==> src/rtl/cvp14_pkg.sv <==
// Shared definitions for the CVP14 core: vector geometry, vector opcodes
// and the load/store burst sequencer state encoding.
package cvp14_pkg;

    localparam int NELEM = 16;
    localparam int IDXW  = 4;
    localparam int DW    = 16;

    localparam logic [3:0] OP_VLD = 4'b0100;
    localparam logic [3:0] OP_VST = 4'b0101;

    typedef enum logic [1:0] {
        IDLE = 2'd0,
        REQ  = 2'd1,
        DONE = 2'd2
    } burst_state_e;

    function automatic logic is_vls_op(input logic [3:0] op);
        return (op == OP_VLD) || (op == OP_VST);
    endfunction

endpackage

==> src/rtl/vls_addr_gen.sv <==
// Element address and index generator for a vector load/store burst.
// The address wraps modulo 2^AW and the index wraps modulo NELEM.
module vls_addr_gen #(
    parameter int NELEM = cvp14_pkg::NELEM,
    parameter int IDXW  = cvp14_pkg::IDXW,
    parameter int AW    = 16
) (
    input  logic            clk,
    input  logic            rst,
    input  logic            load,
    input  logic            inc,
    input  logic [AW-1:0]   base,
    input  logic [5:0]      imm,
    output logic [AW-1:0]   addr,
    output logic [IDXW-1:0] idx,
    output logic            last
);
    import cvp14_pkg::*;

    logic [AW-1:0]   addr_q, addr_d;
    logic [IDXW-1:0] idx_q, idx_d;

    always_comb begin
        addr_d = addr_q;
        idx_d  = idx_q;
        if (load) begin
            addr_d = base + AW'(imm);
            idx_d  = '0;
        end else if (inc) begin
            addr_d = addr_q + AW'(1);
            idx_d  = idx_q + IDXW'(1);
        end
    end

    always_ff @(posedge clk) begin
        if (rst) begin
            addr_q <= '0;
            idx_q  <= '0;
        end else begin
            addr_q <= addr_d;
            idx_q  <= idx_d;
        end
    end

    assign addr = addr_q;
    assign idx  = idx_q;
    assign last = (idx_q == IDXW'(NELEM - 1));

endmodule

==> src/rtl/vls_burst_ctrl.sv <==
// Vector load/store burst sequencer: one memory request per element, load
// data written back to the vector file one cycle later, done/err to the core.
module vls_burst_ctrl #(
    parameter int NELEM = cvp14_pkg::NELEM,
    parameter int IDXW  = cvp14_pkg::IDXW,
    parameter int AW    = 16,
    parameter int DW    = cvp14_pkg::DW,
    parameter int TMO   = 255
) (
    input  logic            Clk,
    input  logic            Reset,
    input  logic            start,
    input  logic            isStore,
    input  logic [AW-1:0]   base,
    input  logic [5:0]      imm,
    output logic [AW-1:0]   Addr,
    output logic            RD,
    output logic            WR,
    output logic [DW-1:0]   DataOut,
    input  logic [DW-1:0]   DataIn,
    input  logic            memRdy,
    output logic [IDXW-1:0] elemIdx,
    output logic            vRD_s,
    input  logic [DW-1:0]   vOutS,
    output logic            vWR_s,
    output logic [IDXW-1:0] vWIdx,
    output logic [DW-1:0]   vData_s,
    output logic            busy,
    output logic            done,
    output logic            err
);
    import cvp14_pkg::*;

    localparam int TW = $clog2(TMO + 1);

    burst_state_e    state_q, state_d;
    logic            st_q, st_d;
    logic [TW-1:0]   tmo_q, tmo_d, tmo_inc;
    logic            err_q, err_d;
    logic            vwr_q, vwr_d;
    logic [IDXW-1:0] vwidx_q, vwidx_d;
    logic [DW-1:0]   vdata_q, vdata_d;

    logic            ag_load, ag_inc, ag_last;
    logic [AW-1:0]   ag_addr;
    logic [IDXW-1:0] ag_idx;
    logic            in_req, handshake;

    vls_addr_gen #(
        .NELEM (NELEM),
        .IDXW  (IDXW),
        .AW    (AW)
    ) u_addr_gen (
        .clk  (Clk),
        .rst  (Reset),
        .load (ag_load),
        .inc  (ag_inc),
        .base (base),
        .imm  (imm),
        .addr (ag_addr),
        .idx  (ag_idx),
        .last (ag_last)
    );

    assign in_req    = (state_q == REQ);
    assign handshake = in_req && memRdy;
    assign tmo_inc   = tmo_q + TW'(1);

    always_comb begin
        state_d = state_q;
        st_d    = st_q;
        tmo_d   = tmo_q;
        err_d   = err_q;
        ag_load = 1'b0;
        ag_inc  = 1'b0;
        case (state_q)
            IDLE: begin
                if (start) begin
                    state_d = REQ;
                    st_d    = isStore;
                    tmo_d   = '0;
                    err_d   = 1'b0;
                    ag_load = 1'b1;
                end
            end
            REQ: begin
                if (memRdy) begin
                    ag_inc = 1'b1;
                    tmo_d  = '0;
                    if (ag_last) state_d = DONE;
                end else begin
                    tmo_d = tmo_inc;
                    // Stalled too long: abandon the remaining elements.
                    if (tmo_inc == TW'(TMO)) begin
                        state_d = DONE;
                        err_d   = 1'b1;
                    end
                end
            end
            DONE: begin
                state_d = IDLE;
                err_d   = 1'b0;
            end
            default: state_d = IDLE;
        endcase
    end

    // Load data is captured on the handshake and written back one cycle later.
    always_comb begin
        vwr_d   = handshake && !st_q;
        vwidx_d = ag_idx;
        vdata_d = vdata_q;
        if (handshake && !st_q) vdata_d = DataIn;
    end

    always_ff @(posedge Clk) begin
        if (Reset) begin
            state_q <= IDLE;
            st_q    <= 1'b0;
            tmo_q   <= '0;
            err_q   <= 1'b0;
            vwr_q   <= 1'b0;
            vwidx_q <= '0;
            vdata_q <= '0;
        end else begin
            state_q <= state_d;
            st_q    <= st_d;
            tmo_q   <= tmo_d;
            err_q   <= err_d;
            vwr_q   <= vwr_d;
            vwidx_q <= vwidx_d;
            vdata_q <= vdata_d;
        end
    end

    assign Addr    = in_req ? ag_addr : '0;
    assign RD      = in_req && !st_q;
    assign WR      = in_req && st_q;
    assign elemIdx = in_req ? ag_idx : '0;
    assign vRD_s   = in_req && st_q;
    assign DataOut = (in_req && st_q) ? vOutS : '0;
    assign busy    = in_req;
    assign done    = (state_q == DONE);
    assign err     = (state_q == DONE) && err_q;
    assign vWR_s   = vwr_q;
    assign vWIdx   = vwidx_q;
    assign vData_s = vdata_q;

endmodule

==> config.mk <==
export PLATFORM = sky130hd
export DESIGN_NAME = vls_burst_ctrl
export DESIGN_NICKNAME = d
export VERILOG_FILES = /design/src/rtl/cvp14_pkg.sv /design/src/rtl/vls_addr_gen.sv /design/src/rtl/vls_burst_ctrl.sv
export SDC_FILE = /design/constraint.sdc
export NUM_CORES = 1
export LEC_CHECK = 0
export BUFFER_PORTS_ARGS = -buffer_cell sky130_fd_sc_hd__buf_2
export CAP_MARGIN = 25
export CORE_MARGIN = 8
export CORE_UTILIZATION = 40
export DETAILED_ROUTE_END_ITERATION = 8
export GPL_TIMING_DRIVEN = 0
export PLACE_DENSITY = 0.73
export SKIP_CTS_REPAIR_TIMING = 1
export SLEW_MARGIN = 20
export SYNTH_ARGS = -nofsm -noshare
export SYNTH_HDL_FRONTEND = slang
export SYNTH_SLANG_ARGS = --single-unit
==> constraint.sdc <==
create_clock -name Clk -period 1.95 [get_ports Clk]
set_input_delay 0.2925 -clock Clk [delete_from_list [all_inputs] [get_ports Clk]]
set_output_delay 0.2925 -clock Clk [all_outputs]
set_load 0.05 [all_outputs]
; Yosys cells after proc, flatten, opt, wreduce, memory -nomap -nowiden
; Cells that the tools add are included.
[word_totals]
regBits = 53
in_bits = 59
output_inout_bits = 63
[classes]
n_addsub = 4
eq_ne = 9
mux = 21
reduce_logical = 15
[ops]
columns = cell, n
row1 = $mux W16, 4
row2 = $add A16 B1 Y16 const B, 1
row3 = $add A16 B6 Y16, 1
row4 = $mux W8, 2
row5 = $pmux W8 S2, 1
row6 = $add A8 B1 Y8 const B, 1
row7 = $eq A8 B8 Y1 const B, 1
row8 = $mux W2, 4
row9 = $mux W1, 7
row10 = $logic_and A1 B1 Y1, 5
row11 = $add A4 B1 Y4 const B, 1
row12 = $eq A4 B4 Y1 const B, 1
row13 = $mux W4, 1
row14 = $ne A2 B2 Y1 const B, 2
row15 = $pmux W2 S2, 1
row16 = $reduce_and A2 Y1, 2
row17 = $reduce_and A4 Y1, 1
row18 = $reduce_bool A2 Y1, 2
row19 = $ne A3 B2 Y1 const B, 1
row20 = $ne A3 B3 Y1 const B, 1
row21 = $pmux W1 S3, 1
row22 = $reduce_and A3 Y1, 1
row23 = $reduce_bool A3 Y1, 1
row24 = $eq A2 B1 Y1 const B, 1
row25 = other kinds (5), 5

; Longest topological paths before layout
[logic_depth]
depth_word = 5
depth_mapped = 8
ltp_nobuf = 7

; By module
; From an unflattened synthesis, not the netlist that was laid out.
[unflattened]
cells_unflattened = 375
hier_area_um2 = 3049.2
[by_module_without_submodules]
columns = mod, n_inst, cells_each, area_each_um2
row1 = vls_burst_ctrl, 1, 216, 1674.1
row2 = vls_addr_gen, 1, 159, 1375.1

; Least setup slack after synthesis
; No wires, ideal clock.
[synth_path]
path_type = reg2out
startpoint = register state_q[0]
endpoint = output vRD_s
arrival_time_ns = 2.139
required_ns = 1.657
path_slack_ns = -0.481
path_stages_with_launch = 7
n_path_buf = 3
path_cell_list = dfxtp_1 buf_2 nand2b_1 inv_1 clkbuf_1 and2_1 buf_4
[synth_via]
elab_chain_len = 2
[synth_lines]
columns = item, line
row1 = "start, declared", vls_burst_ctrl.sv:36  ; burst_state_e state_q, state_d;
row2 = "start signal, assigned", vls_burst_ctrl.sv:126  ; state_q <= state_d;
row3 = $eq A2 B1 Y1, vls_burst_ctrl.sv:65  ; assign in_req = (state_q == REQ);
row4 = named net busy, vls_burst_ctrl.sv:28  ; output logic busy,
row5 = $logic_and A1 B1 Y1, --
row6 = "end, declared", vls_burst_ctrl.sv:23  ; output logic vRD_s,
; The timed path passes the listed nets, and every way through them passes these cells.

; Worst setup path after layout
[layout_path]
startpoint = register state_q[0]
endpoint = output Addr[1]
[layout_via]
elab_chain_len = 2
[layout_lines]
columns = item, line
row1 = $eq A2 B1 Y1, vls_burst_ctrl.sv:65
row2 = $mux W16, vls_burst_ctrl.sv:136  ; assign Addr = in_req ? ag_addr : '0;
row3 = "end, declared", vls_burst_ctrl.sv:16  ; output logic [AW-1:0] Addr,
; No other way between the ends.

==> impl_metrics.json <==
{
  "ff2ff_path_depth": 6,
  "powerDensity_mw_per_mm2": 654.7,
  "die_y_um": 103.9,
  "antenna_left": 0,
  "grt_pass1_wl_mm": 15.05,
  "synth_top_area_share_pct": 34.36,
  "pwr-share-comb_pct": 30.1,
  "netlist_instances": 389,
  "layout-drive-gt1-share_pct": 31.60,
  "dieWidth_um": 103.9,
  "hold_class": "input pin to flop",
  "ys_ff_latch": 53,
  "hold_depth": 3,
  "p_leak_nw": 1.880,
  "synthFlopType": "dfxtp_1",
  "drc_errors": 0,
  "path_buf_inv": 5,
  "grt_antenna_before_repair": 0,
  "wl_mm": 9.291,
  "top_layer_used": "met4",
  "cts_tree": "yes",
  "root_buffer": "clkbuf_8",
  "critPathRequiredTime_ns": 1.66,
  "switching_share_pct": 36.47,
  "gp_routability_congestion": 0.9273,
  "start_util_pct": 40.59,
  "slowest_stage": "dfxtp_1",
  "synth_area_leaders": "dfxtp_1 34%, nand2_1 6.0%, xor2_1 4.8%, a21oi_1 4.7%, and3_1 4.3%",
  "area_growth_pct": 31.48,
  "cpPeakStageDelay_ns": 0.32,
  "fin_crit_sh_pct": 96.00,
  "syn-mean-instance-area_um2": 7.938,
  "rr_endpoint": "u_addr_gen.addr[13]",
  "first_pass_iters": 4,
  "grt_max_degree": 18,
  "slew-limit-headroom_pct": 63.25,
  "multiInputGateArea_mm2": 0.001943,
  "portBuffers": 120,
  "drt_iter0_markers": 163,
  "slew_viol_final": 0,
  "diodes": 0,
  "rr_startpoint": "state_q[0]",
  "yosys_warnings": 0,
  "p_int_mw": 1.689,
  "path_delay_family": "buffers and inverters",
  "post-route-min-period_ns": 1.872,
  "ys_top_cells_by_count": "53 x dfxtp_1, 49 x nand2_1, 34 x nor2_1",
  "status": "complete, no violations",
  "rows": 32,
  "max_cap_violations": 0,
  "seq_area_frac_synth_pct": 34.36,
  "fin_nets": 588,
  "synth_top_area_cell": "dfxtp_1",
  "wl_per_cell_um": 14.96,
  "seq_power_share_pct": 46.1,
  "grt_overflow": 0,
  "startpoint_type": "flop",
  "post-place-cells": 611,
  "clockBufferDepth": 2,
  "cts.sinks": 53,
  "path_clk_slew_ns": 0.10,
  "peakVddDrop_v": 0.0003158,
  "syn_nets": 459,
  "syn_area_mm2": 0.003088,
  "setup_viol": 0,
  "synthArstFlopShare_pct": 0,
  "htreeDepth": 2,
  "path_cells": "buf_4 > nand2b_4 > inv_2 > buf_6 > buf_6 > and2_1 > buf_4",
  "pin_count": 122,
  "grt_pass1_vias": 3088,
  "grt_usage_pct": 16.44,
  "worstPathMaxFanout": 10,
  "hold_violations": 0,
  "worstMarginPinSlew_ns": 0.5513,
  "hpwlAfterDp_mm": 7.215,
  "route.met2.wl_mm": 4.743,
  "die_area_mm2": 0.01079,
  "min_to": "st_q",
  "finClkSkew_ns": 0.01026,
  "n_fill_cell": 739,
  "placeableCoreArea_mm2": 0.007607,
  "p_sw_mw": 0.9695,
  "clk_latency_ns": 0.31,
  "fmax_ghz": 0.5342,
  "end_kind": "output pin",
  "critical_path_class": "flop to output pin",
  "vias_per_cell": 5.217,
  "synth_cell_types": 55,
  "wl_met3_um": 430,
  "wl_met1_mm": 3.897,
  "min_from": "isStore",
  "r2r_slack_ns": 0.14,
  "fin_cells": 621,
  "crit_arrival_ns": 1.58,
  "total_power_mw": 2.658,
  "cts_buffers": 5,
  "post-synth-top-count-cell": "dfxtp_1",
  "holdWs_ns": 0.2051,
  "synth_edf_count": 0,
  "regArea_mm2": 0.001065,
  "vias": 3240,
  "p_clk_share_pct": 23.8
}
[cells in the final DEF (no fill, tap or decap), types with 11 or more instances in the layout]
cell type	count
a211oi_1	11
o21ai_0	17
and2_1	19
xor2_1	17
dfxtp_1	52
clkbuf_4	11
buf_2	105
nand2_1	49
a21oi_1	29
nor2_1	33
nand4_1	13
and3_1	21
nor3_1	11
[stage by stage]
stage	setup TNS, ns	utilization, %	area (um2)	setup slack (ns)
3_3_place_gp	-3.440	50.20	3819	-0.2934
2_1_floorplan	-0.06212	-	3090	-0.03187
6_report	0	53.37	4060	0.07799
5_1_grt	-0.1265	53.37	4060	-0.01917
3_5_place_dp	-4.076	50.20	3819	-0.3359
4_1_cts	-14.97	51.40	3910	-0.6916
[flip-flops by register name, indices dropped and copies added (netlist names)]
register         flops
err_q                1
st_q                 1
state_q              2
tmo_q                8
u_addr_gen.addr     16
u_addr_gen.idx       4
vData_s             16
vWIdx                4
vWR_s                1
[worst max path at each step]
stage | cells after the start | slack (ns) | start | end
after CTS | 7 | -0.69 | state_q[0] | Addr[2]
after global routing | 6 | -0.02 | state_q[0] | DataOut[7]
after global placement | 7 | -0.29 | state_q[0] | Addr[2]
after floorplan | 3 | -0.03 | state_q[0] | err
after detailed placement | 7 | -0.34 | state_q[0] | Addr[2]
final | 7 | 0.08 | state_q[0] | Addr[1]
[metal layers]
layer | track usage (%) | vias to the layer above
met5 | 0 | -
met4 | 6.308 | 0
met2 | 28.74 | 85
li1 | - | 1639
met3 | 3.346 | 19
met1 | 19.24 | 1497
[logic make-up (layout without fill, tap and decap cells)]
family / count (synthesis) / count (layout) / share of synthesized area, %
XOR/XNOR: 24 / 24 / 6.807
AND/OR/NAND/NOR: 186 / 186 / 32.42
AO/OA/AOI/OAI: 87 / 87 / 17.71
adder cells (fa/ha/maj): 11 / 11 / 4.700
multiplexers: 1 / 1 / 0.3242
buffers and inverters: 27 / 157 / 3.687
flip-flops: 53 / 53 / 34.36
[worst register-to-register path: cells and delay by family (launching register included)]
family                 cells  cell delay [ns]
flip-flops                 1             0.32
AO/OA/AOI/OAI              2             0.26
buffers and inverters      1             0.16
AND/OR/NAND/NOR            3             0.96
[final cells by class]
cell class,instances,area share (%)
inverter,4,0.3698
timing repair buffer,122,17.01
tap,102,3.143
clock buffer,5,1.695
multi-input combinational,309,47.86
clock inverter,3,0.5547
sequential,53,26.22
buffer,23,3.143
[power groups by stage]
stage                     clock (mW)  combinational (mW)  sequential (mW)
final                          0.634               0.800             1.22
after global routing           0.694               0.870             1.24
after CTS                      0.641               0.753             1.22
after detailed placement           0               0.750             1.25
after global placement             0               0.737             1.25
after floorplan                    0               0.470             1.29
Power figures use the tool's default switching activity.
